**config.mk**
```make
export PLATFORM = sky130hd
export DESIGN_NAME = instr_entry_queue
export DESIGN_NICKNAME = d
export VERILOG_FILES = /design/src/rtl/instr_entry_queue.sv
export SDC_FILE = /design/constraint.sdc
export NUM_CORES = 1
export LEC_CHECK = 0
export CAP_MARGIN = 10
export CORE_MARGIN = 4
export CORE_UTILIZATION = 52
export CTS_BUF_LIST = sky130_fd_sc_hd__clkbuf_16
export DETAILED_ROUTE_END_ITERATION = 8
export PLACE_DENSITY = 0.76
export SKIP_LAST_GASP = 1
export SLEW_MARGIN = 20
export SYNTH_ARGS = -nofsm -noshare
export SYNTH_HDL_FRONTEND = slang
export SYNTH_SLANG_ARGS = --single-unit
```
**constraint.sdc**
```tcl
create_clock -name clk -period 2.15 [get_ports clk]
set_input_delay 0.43 -clock clk [delete_from_list [all_inputs] [get_ports clk]]
set_output_delay 0.43 -clock clk [all_outputs]
set_load 0.05 [all_outputs]
```
**src/rtl/instr_entry_queue.sv**
```systemverilog
`default_nettype none
// +----------------------------------------------------------------------------+
// | Module      : instr_entry_queue                                            |
// | Description : Captures one 16-bit instruction word {codop, addA, addB_LMM, |
// |               addC} per debounced press of the "enter" pushbutton into a   |
// |               small FIFO. The FIFO head goes to the CPU fetch/decode stage |
// |               over a valid/ready handshake. The block also reports         |
// |               occupancy and a sticky overflow flag.                        |
// | Revision    : 1.0 - initial release                                        |
// +----------------------------------------------------------------------------+
// | Ports                                                                      |
// |   clk          in   1   system clock, all logic on posedge                 |
// |   rst_n        in   1   asynchronous active-low reset                      |
// |   KEY          in   4   pushbuttons, active-low                            |
// |                         [0] enter, [1] clear overflow, [3:2] unused        |
// |   codop        in   4   opcode field                                       |
// |   addA         in   4   register A address                                 |
// |   addB_LMM     in   4   register B address or immediate                    |
// |   addC         in   4   destination address                                |
// |   instr_ready  in   1   CPU accepts the head word this cycle               |
// |   instr_valid  out  1   FIFO non-empty, head word valid                    |
// |   instr_data   out  16  head word                                          |
// |   count        out  $clog2(DEPTH+1)  current occupancy                     |
// |   full         out  1   count == DEPTH                                     |
// |   overflow     out  1   sticky: a press was dropped while full             |
// |   last_entered out  16  most recently accepted word                        |
// |                         (only with INSTR_ENTRY_ECHO_EN)                    |
// +----------------------------------------------------------------------------+
// | Optional build macro                                                       |
// |   INSTR_ENTRY_ECHO_EN : adds the last_entered echo port and its register.  |
// +----------------------------------------------------------------------------+
module instr_entry_queue #(
   parameter int DEPTH           = 4,
   parameter int DEBOUNCE_CYCLES = 500000,
   parameter int CNT_W           = $clog2(DEBOUNCE_CYCLES + 1)
) (
   input  logic                       clk,
   input  logic                       rst_n,
   input  logic [3:0]                 KEY,
   input  logic [3:0]                 codop,
   input  logic [3:0]                 addA,
   input  logic [3:0]                 addB_LMM,
   input  logic [3:0]                 addC,
   input  logic                       instr_ready,
   output logic                       instr_valid,
   output logic [15:0]                instr_data,
   output logic [$clog2(DEPTH+1)-1:0] count,
   output logic                       full,
   output logic                       overflow
`ifdef INSTR_ENTRY_ECHO_EN
   ,
   output logic [15:0]                last_entered
`endif
);

   // ------------------------------------------------------------------------
   // Derived constants
   // ------------------------------------------------------------------------
   localparam int PTR_W = (DEPTH > 1) ? $clog2(DEPTH) : 1;
   localparam int OCC_W = $clog2(DEPTH + 1);

   localparam logic [OCC_W-1:0] C_DEPTH   = OCC_W'(DEPTH);
   localparam logic [OCC_W-1:0] C_OCC_ONE = OCC_W'(1);
   localparam logic [PTR_W-1:0] C_PTR_ONE = PTR_W'(1);
   localparam logic [CNT_W-1:0] C_DB_LAST = CNT_W'(DEBOUNCE_CYCLES - 1);
   localparam logic [CNT_W-1:0] C_DB_ONE  = CNT_W'(1);

   // ------------------------------------------------------------------------
   // Debounce state encoding
   // ------------------------------------------------------------------------
   typedef enum logic [1:0] {
      IDLE      = 2'd0,
      ARM_PRESS = 2'd1,
      PRESSED   = 2'd2,
      ARM_REL   = 2'd3
   } db_state_t;

   // ------------------------------------------------------------------------
   // Declarations
   // ------------------------------------------------------------------------
   logic [1:0]       key_meta_q;
   logic [1:0]       key_sync_q;
   logic             key0_sync;
   logic             key1_sync;

   db_state_t        db_state_q, db_state_d;
   logic [CNT_W-1:0] db_cnt_q,   db_cnt_d;
   logic             push;

   logic [15:0]      mem_q [DEPTH];
   logic [PTR_W-1:0] wr_ptr_q, wr_ptr_d;
   logic [PTR_W-1:0] rd_ptr_q, rd_ptr_d;
   logic [OCC_W-1:0] count_q,  count_d;
   logic             overflow_q, overflow_d;

   logic [15:0]      entry_word;
   logic             is_empty;
   logic             is_full;
   logic             pop;
   logic             push_accept;
   logic             push_drop;

   // KEY[3:2] have no function in this block.
   logic             unused_keys;
   assign unused_keys = &KEY[3:2];

   // ------------------------------------------------------------------------
   // Two-flop synchronizers for KEY[1:0]. They reset to 1 because the keys
   // are active-low, so reset looks like "released".
   // ------------------------------------------------------------------------
   always_ff @(posedge clk or negedge rst_n) begin
      if (!rst_n) begin
         key_meta_q <= 2'b11;
         key_sync_q <= 2'b11;
      end else begin
         key_meta_q <= KEY[1:0];
         key_sync_q <= key_meta_q;
      end
   end

   assign key0_sync = key_sync_q[0];
   assign key1_sync = key_sync_q[1];

   // ------------------------------------------------------------------------
   // Debounce FSM for the enter key. One counter serves both the press and
   // the release qualification. The push pulse fires only on the
   // ARM_PRESS -> PRESSED transition, so a long hold still gives one word.
   // ------------------------------------------------------------------------
   always_ff @(posedge clk or negedge rst_n) begin
      if (!rst_n) begin
         db_state_q <= IDLE;
         db_cnt_q   <= '0;
      end else begin
         db_state_q <= db_state_d;
         db_cnt_q   <= db_cnt_d;
      end
   end

   always_comb begin
      db_state_d = db_state_q;
      db_cnt_d   = db_cnt_q;
      push       = 1'b0;
      unique case (db_state_q)
         IDLE: begin
            if (!key0_sync) begin
               db_state_d = ARM_PRESS;
               db_cnt_d   = '0;
            end
         end
         ARM_PRESS: begin
            if (key0_sync) begin
               db_state_d = IDLE;
            end else if (db_cnt_q == C_DB_LAST) begin
               db_state_d = PRESSED;
               push       = 1'b1;
            end else begin
               db_cnt_d = db_cnt_q + C_DB_ONE;
            end
         end
         PRESSED: begin
            if (key0_sync) begin
               db_state_d = ARM_REL;
               db_cnt_d   = '0;
            end
         end
         ARM_REL: begin
            if (!key0_sync) begin
               db_state_d = PRESSED;
            end else if (db_cnt_q == C_DB_LAST) begin
               db_state_d = IDLE;
            end else begin
               db_cnt_d = db_cnt_q + C_DB_ONE;
            end
         end
         default: begin
            db_state_d = IDLE;
            db_cnt_d   = '0;
         end
      endcase
   end

   // ------------------------------------------------------------------------
   // FIFO control
   // ------------------------------------------------------------------------
   assign entry_word = {codop, addA, addB_LMM, addC};
   assign is_empty   = (count_q == '0);
   assign is_full    = (count_q == C_DEPTH);

   // instr_ready is ignored while empty, and a push never bypasses to the head.
   assign pop         = !is_empty && instr_ready;
   // When full, a push is accepted only if the head is leaving this cycle.
   assign push_accept = push && (!is_full || pop);
   assign push_drop   = push && is_full && !pop;

   always_comb begin
      wr_ptr_d = wr_ptr_q;
      rd_ptr_d = rd_ptr_q;
      count_d  = count_q;
      if (push_accept) begin
         wr_ptr_d = wr_ptr_q + C_PTR_ONE;
      end
      if (pop) begin
         rd_ptr_d = rd_ptr_q + C_PTR_ONE;
      end
      unique case ({push_accept, pop})
         2'b10:   count_d = count_q + C_OCC_ONE;
         2'b01:   count_d = count_q - C_OCC_ONE;
         default: count_d = count_q;
      endcase
   end

   // A set event wins over a clear request in the same cycle.
   always_comb begin
      overflow_d = overflow_q;
      if (push_drop) begin
         overflow_d = 1'b1;
      end else if (!key1_sync) begin
         overflow_d = 1'b0;
      end
   end

   always_ff @(posedge clk or negedge rst_n) begin
      if (!rst_n) begin
         wr_ptr_q   <= '0;
         rd_ptr_q   <= '0;
         count_q    <= '0;
         overflow_q <= 1'b0;
      end else begin
         wr_ptr_q   <= wr_ptr_d;
         rd_ptr_q   <= rd_ptr_d;
         count_q    <= count_d;
         overflow_q <= overflow_d;
      end
   end

   // Storage. When the FIFO is full and pops and pushes in the same cycle,
   // wr_ptr equals rd_ptr. The old head is read combinationally before the
   // edge overwrites it, so both transfers are safe.
   always_ff @(posedge clk or negedge rst_n) begin
      if (!rst_n) begin
         for (int i = 0; i < DEPTH; i++) begin
            mem_q[i] <= '0;
         end
      end else if (push_accept) begin
         mem_q[wr_ptr_q] <= entry_word;
      end
   end

`ifdef INSTR_ENTRY_ECHO_EN
   // ------------------------------------------------------------------------
   // Operator echo: follows accepted pushes only.
   // ------------------------------------------------------------------------
   logic [15:0] last_entered_q;

   always_ff @(posedge clk or negedge rst_n) begin
      if (!rst_n) begin
         last_entered_q <= '0;
      end else if (push_accept) begin
         last_entered_q <= entry_word;
      end
   end

   assign last_entered = last_entered_q;
`endif

   // ------------------------------------------------------------------------
   // Outputs. The head is forced to zero while empty, so stale entries left
   // behind by earlier pops are never presented.
   // ------------------------------------------------------------------------
   assign instr_valid = !is_empty;
   assign instr_data  = is_empty ? 16'h0000 : mem_q[rd_ptr_q];
   assign count       = count_q;
   assign full        = is_full;
   assign overflow    = overflow_q;

endmodule
`default_nettype wire

```
==> reports/metrics.yaml <==
outcome:
  status: "complete, but fails checks"
  violations: "setup timing"
critical_path:
  endpoint: "instr_data[4]"
  reg2regPathDepth: 9
  path_class: "reg2out"
  r2r-end: "count[2]$_DFFE_PN0P_"
  r2r_slack_ns: -0.09
  crit_path_start_kind: "flop"
  critPathMaxFanout: 8
  end_kind: "output port"
  timing.rr.start: "count[1]$_DFFE_PN0P_"
  cp.required_ns: 1.72
  cp-startpoint: "rd_ptr_q[0]$_DFFE_PN0P_"
  crit_arrival_ns: 1.82
finish:
  diodes: 0
  fin_util: 0.701
  fillers: 625
  fin_nets: 516
  area_growth_pct: 29.2
  drive_gt1_frac: 0.467
routing:
  drc: 0
  vias: 3505
  detail-route-antenna-nets: 0
  wl_per_cell_um: 18.5
  drtIter0Drc: 194
  vias_per_cell: 5.66
  drt_wl_total_mm: 11.5
  drt-pass1-iter-count: 4
global_route:
  groute.usage.overall: 0.212
  grtUsageMet2: 0.348
  met3_usage: 0.0644
  overflow: 0
  grt_max_degree: 55
  gr-max-usage-layer: "met2"
  antenna_found_initial: 0
  grt_pass1_wl_mm: 19.0
  met1_usage: 0.270
  grt_pass1_vias: 3735
sta:
  finalCritPeriodShare: 1.05
  tightest_slew_ns: 0.555
  clock_skew_ns: 0.00693
  hold_viol: 0
  finalCriticalPeriod_ns: 2.25
  relSlewSlack: 0.630
  rsz0062_at_grt: "true"
  final.setup.worst_slack_ns: -0.0997
  fin_setup_tns_ns: -1.52
  fmax_mhz: 445
  setup_viol_count_final: 39
  slew_violations: 0
synthesis:
  yosysWarningCount: 0
  synth_cells: 390
  ys.flop_type: "dfrtp_1"
  syn_avg_cell_area_um2: 13.1
  synth.distinct_cells: 49
  yosysTopAreaCellShare: 0.455
  synth_area_leaders: "dfrtp_1 46%, mux2_4 12%, mux4_2 7.1%, mux2_2 5.5%, and2_1 2.2%"
  netlist_area_um2: 5110
  yosysSeqAreaShare: 0.476
  yosysTopAreaCell: "dfrtp_1"
  syn-num-nets: 420
  synth_seq_cells: 97
  synthArstFlopShare: 1.00
  synth_edf_count: 0
clock_network:
  clock_latency_ns: 0.34
  htree_levels: 3
  cts.clk_slew.worst_paths_ns: 0.06
  root_buffer: "clkbuf_16"
  cts_tree: "built"
  clock_sinks: 97
  cts_buffer_depth: 2
  holdBufCountCts: 0
  numCtsBuffers: 9
die:
  dieArea_um2: 11500
  row_count: 35
  die_h_um: 107
  die_x_um: 107
  num_io_pins: 45
  coreArea_um2: 9420
  start_util: 0.543
pwr:
  p_per_area_nw_per_um2: 710
  power.leakage_nw: 3.14
  p_total_w: 0.00469
  vdd_drop_max_uv: 878
hold_path:
  hp-class: "in2async"
job:
  maxCapViolCount: 0
placed_design:
  post-dp-hpwl_mm: 7.19
  gp_congestion: 0.791
  io_buffer_count: 42
  pre_cts_ws_ns: -0.614
## worst min path at each step
| stage | startpoint | end | slack, ns | depth (start not counted) |
|---|---|---|---|---|
| global placement | key_meta_q[1]$_DFF_PN1_ | key_sync_q[1]$_DFF_PN1_ | 0.35 | 0 |
| CTS | rst_n | db_cnt_q[12]$_DFFE_PN0P_ | 0.07 | 1 |
| floorplan | rst_n | async pin | 0.13 | 0 |
| detailed placement | key_meta_q[0]$_DFF_PN1_ | key_sync_q[0]$_DFF_PN1_ | 0.35 | 0 |
| global route | rst_n | mem_q[60]$_DFFE_PN0P_ | 0.07 | 1 |
| finish | rst_n | mem_q[60]$_DFFE_PN0P_ | 0.04 | 1 |
## state kept, by name (all words and copies together) (netlist names), named ones only
| register | flops |
|---|---|
| count | 3 |
| db_cnt_q | 19 |
| db_state_q | 1 |
| key_meta_q | 2 |
| key_sync_q | 2 |
| mem_q | 64 |
| overflow | 1 |
| rd_ptr_q | 2 |
| wr_ptr_q | 2 |
## critical path, stage by stage, from the launching register on
cell and delay (ns):
dfrtp_2 0.47, buf_12 0.18, mux4_2 0.52, and2_4 0.16, buf_8 0.14
## power by group
| group | switching, W | internal (W) | total (W) |
|---|---|---|---|
| Clock | 0.000638 | 0.000760 | 0.00140 |
| Combinational | 0.000671 | 0.000651 | 0.00132 |
| Sequential | 0.0000688 | 0.00190 | 0.00197 |
## per-layer routing
layer | wire length [um] | part of all wire | vias to the layer above
met1 | 4910 | 0.43 | 1765
met5 | 0 | 0 | -
met3 | 648 | 0.057 | 18
met2 | 5730 | 0.50 | 110
li1 | - | - | 1612
met4 | 170 | 0.015 | 0
## cells by family (layout without fill, tap and decap cells)
logic type | Yosys count | in the layout | share of synthesized area
DFF | 97 | 97 | 0.476
adders and majority gates | 7 | 7 | 0.0186
muxes | 89 | 89 | 0.259
xor gates and xnor gates | 8 | 8 | 0.0137
buffers and inverters | 35 | 135 | 0.0448
AOI/OAI and AO/OA | 30 | 30 | 0.0399
and+or+nand+nor | 124 | 124 | 0.148
## metrics by stage
stage          hold WS, ns  cell area [um2]  cells
2_1_floorplan        0.134             5120    390
3_3_place_gp         0.347             5840    580
3_5_place_dp         0.347             5840    580
4_1_cts             0.0672             6460    616
5_1_grt             0.0701             6600    619
6_report            0.0417             6600    619
## layout by cell type (no fill, tap or decap), types with 3 or more instances in the layout
cell / count
mux4_2: 16
nand4_1: 11
a21oi_1: 6
xor2_1: 3
buf_12: 7
dfrtp_1: 88
inv_1: 11
nand3_1: 10
nor2_1: 11
mux2_4: 40
buf_8: 17
o21ai_0: 8
dfstp_2: 4
ha_1: 4
buf_4: 55
nor4_1: 4
a31oi_1: 4
nor3_1: 13
xnor2_1: 4
nand2_1: 24
nor3_4: 4
mux2_2: 25
and3_1: 9
buf_6: 6
a221o_1: 4
clkbuf_16: 9
mux2i_1: 8
and2_4: 16
clkdlybuf4s50_1: 22
dfrtp_2: 5
## repair_timing
item	CTS	global route
cloned	3	0
pin swaps	16	14
endpoints found under the setup margin	82	23
gates resized for setup	39	33
buffers inserted	19	5
## area by class of cell
| type | count | area, um2 | share of cell area |
|---|---|---|---|
| flip-flops and latches | 97 | 2440 | 0.369 |
| clock buffers | 9 | 225 | 0.0341 |
| clock inverters | 6 | 28.8 | 0.00436 |
| well taps | 129 | 161 | 0.0245 |
| inverters | 10 | 37.5 | 0.00569 |
| multi-input cells | 258 | 2540 | 0.386 |
| repair buffers | 110 | 1160 | 0.176 |
## Yosys cell counts (5+ instances only)
master	count
dfrtp_1	93
mux2_4	40
mux2_2	25
nand2_1	24
and2_1	18
mux4_2	16
nor3_1	13
clkbuf_1	11
nand4_1	11
nor2_1	11
and3_1	10
inv_1	10
nand3_1	10
mux2i_1	8
o21ai_0	8
a21oi_1	6
buf_2	6
ha_1	6
nor4_1	5
Power figures use the tool's default switching activity.
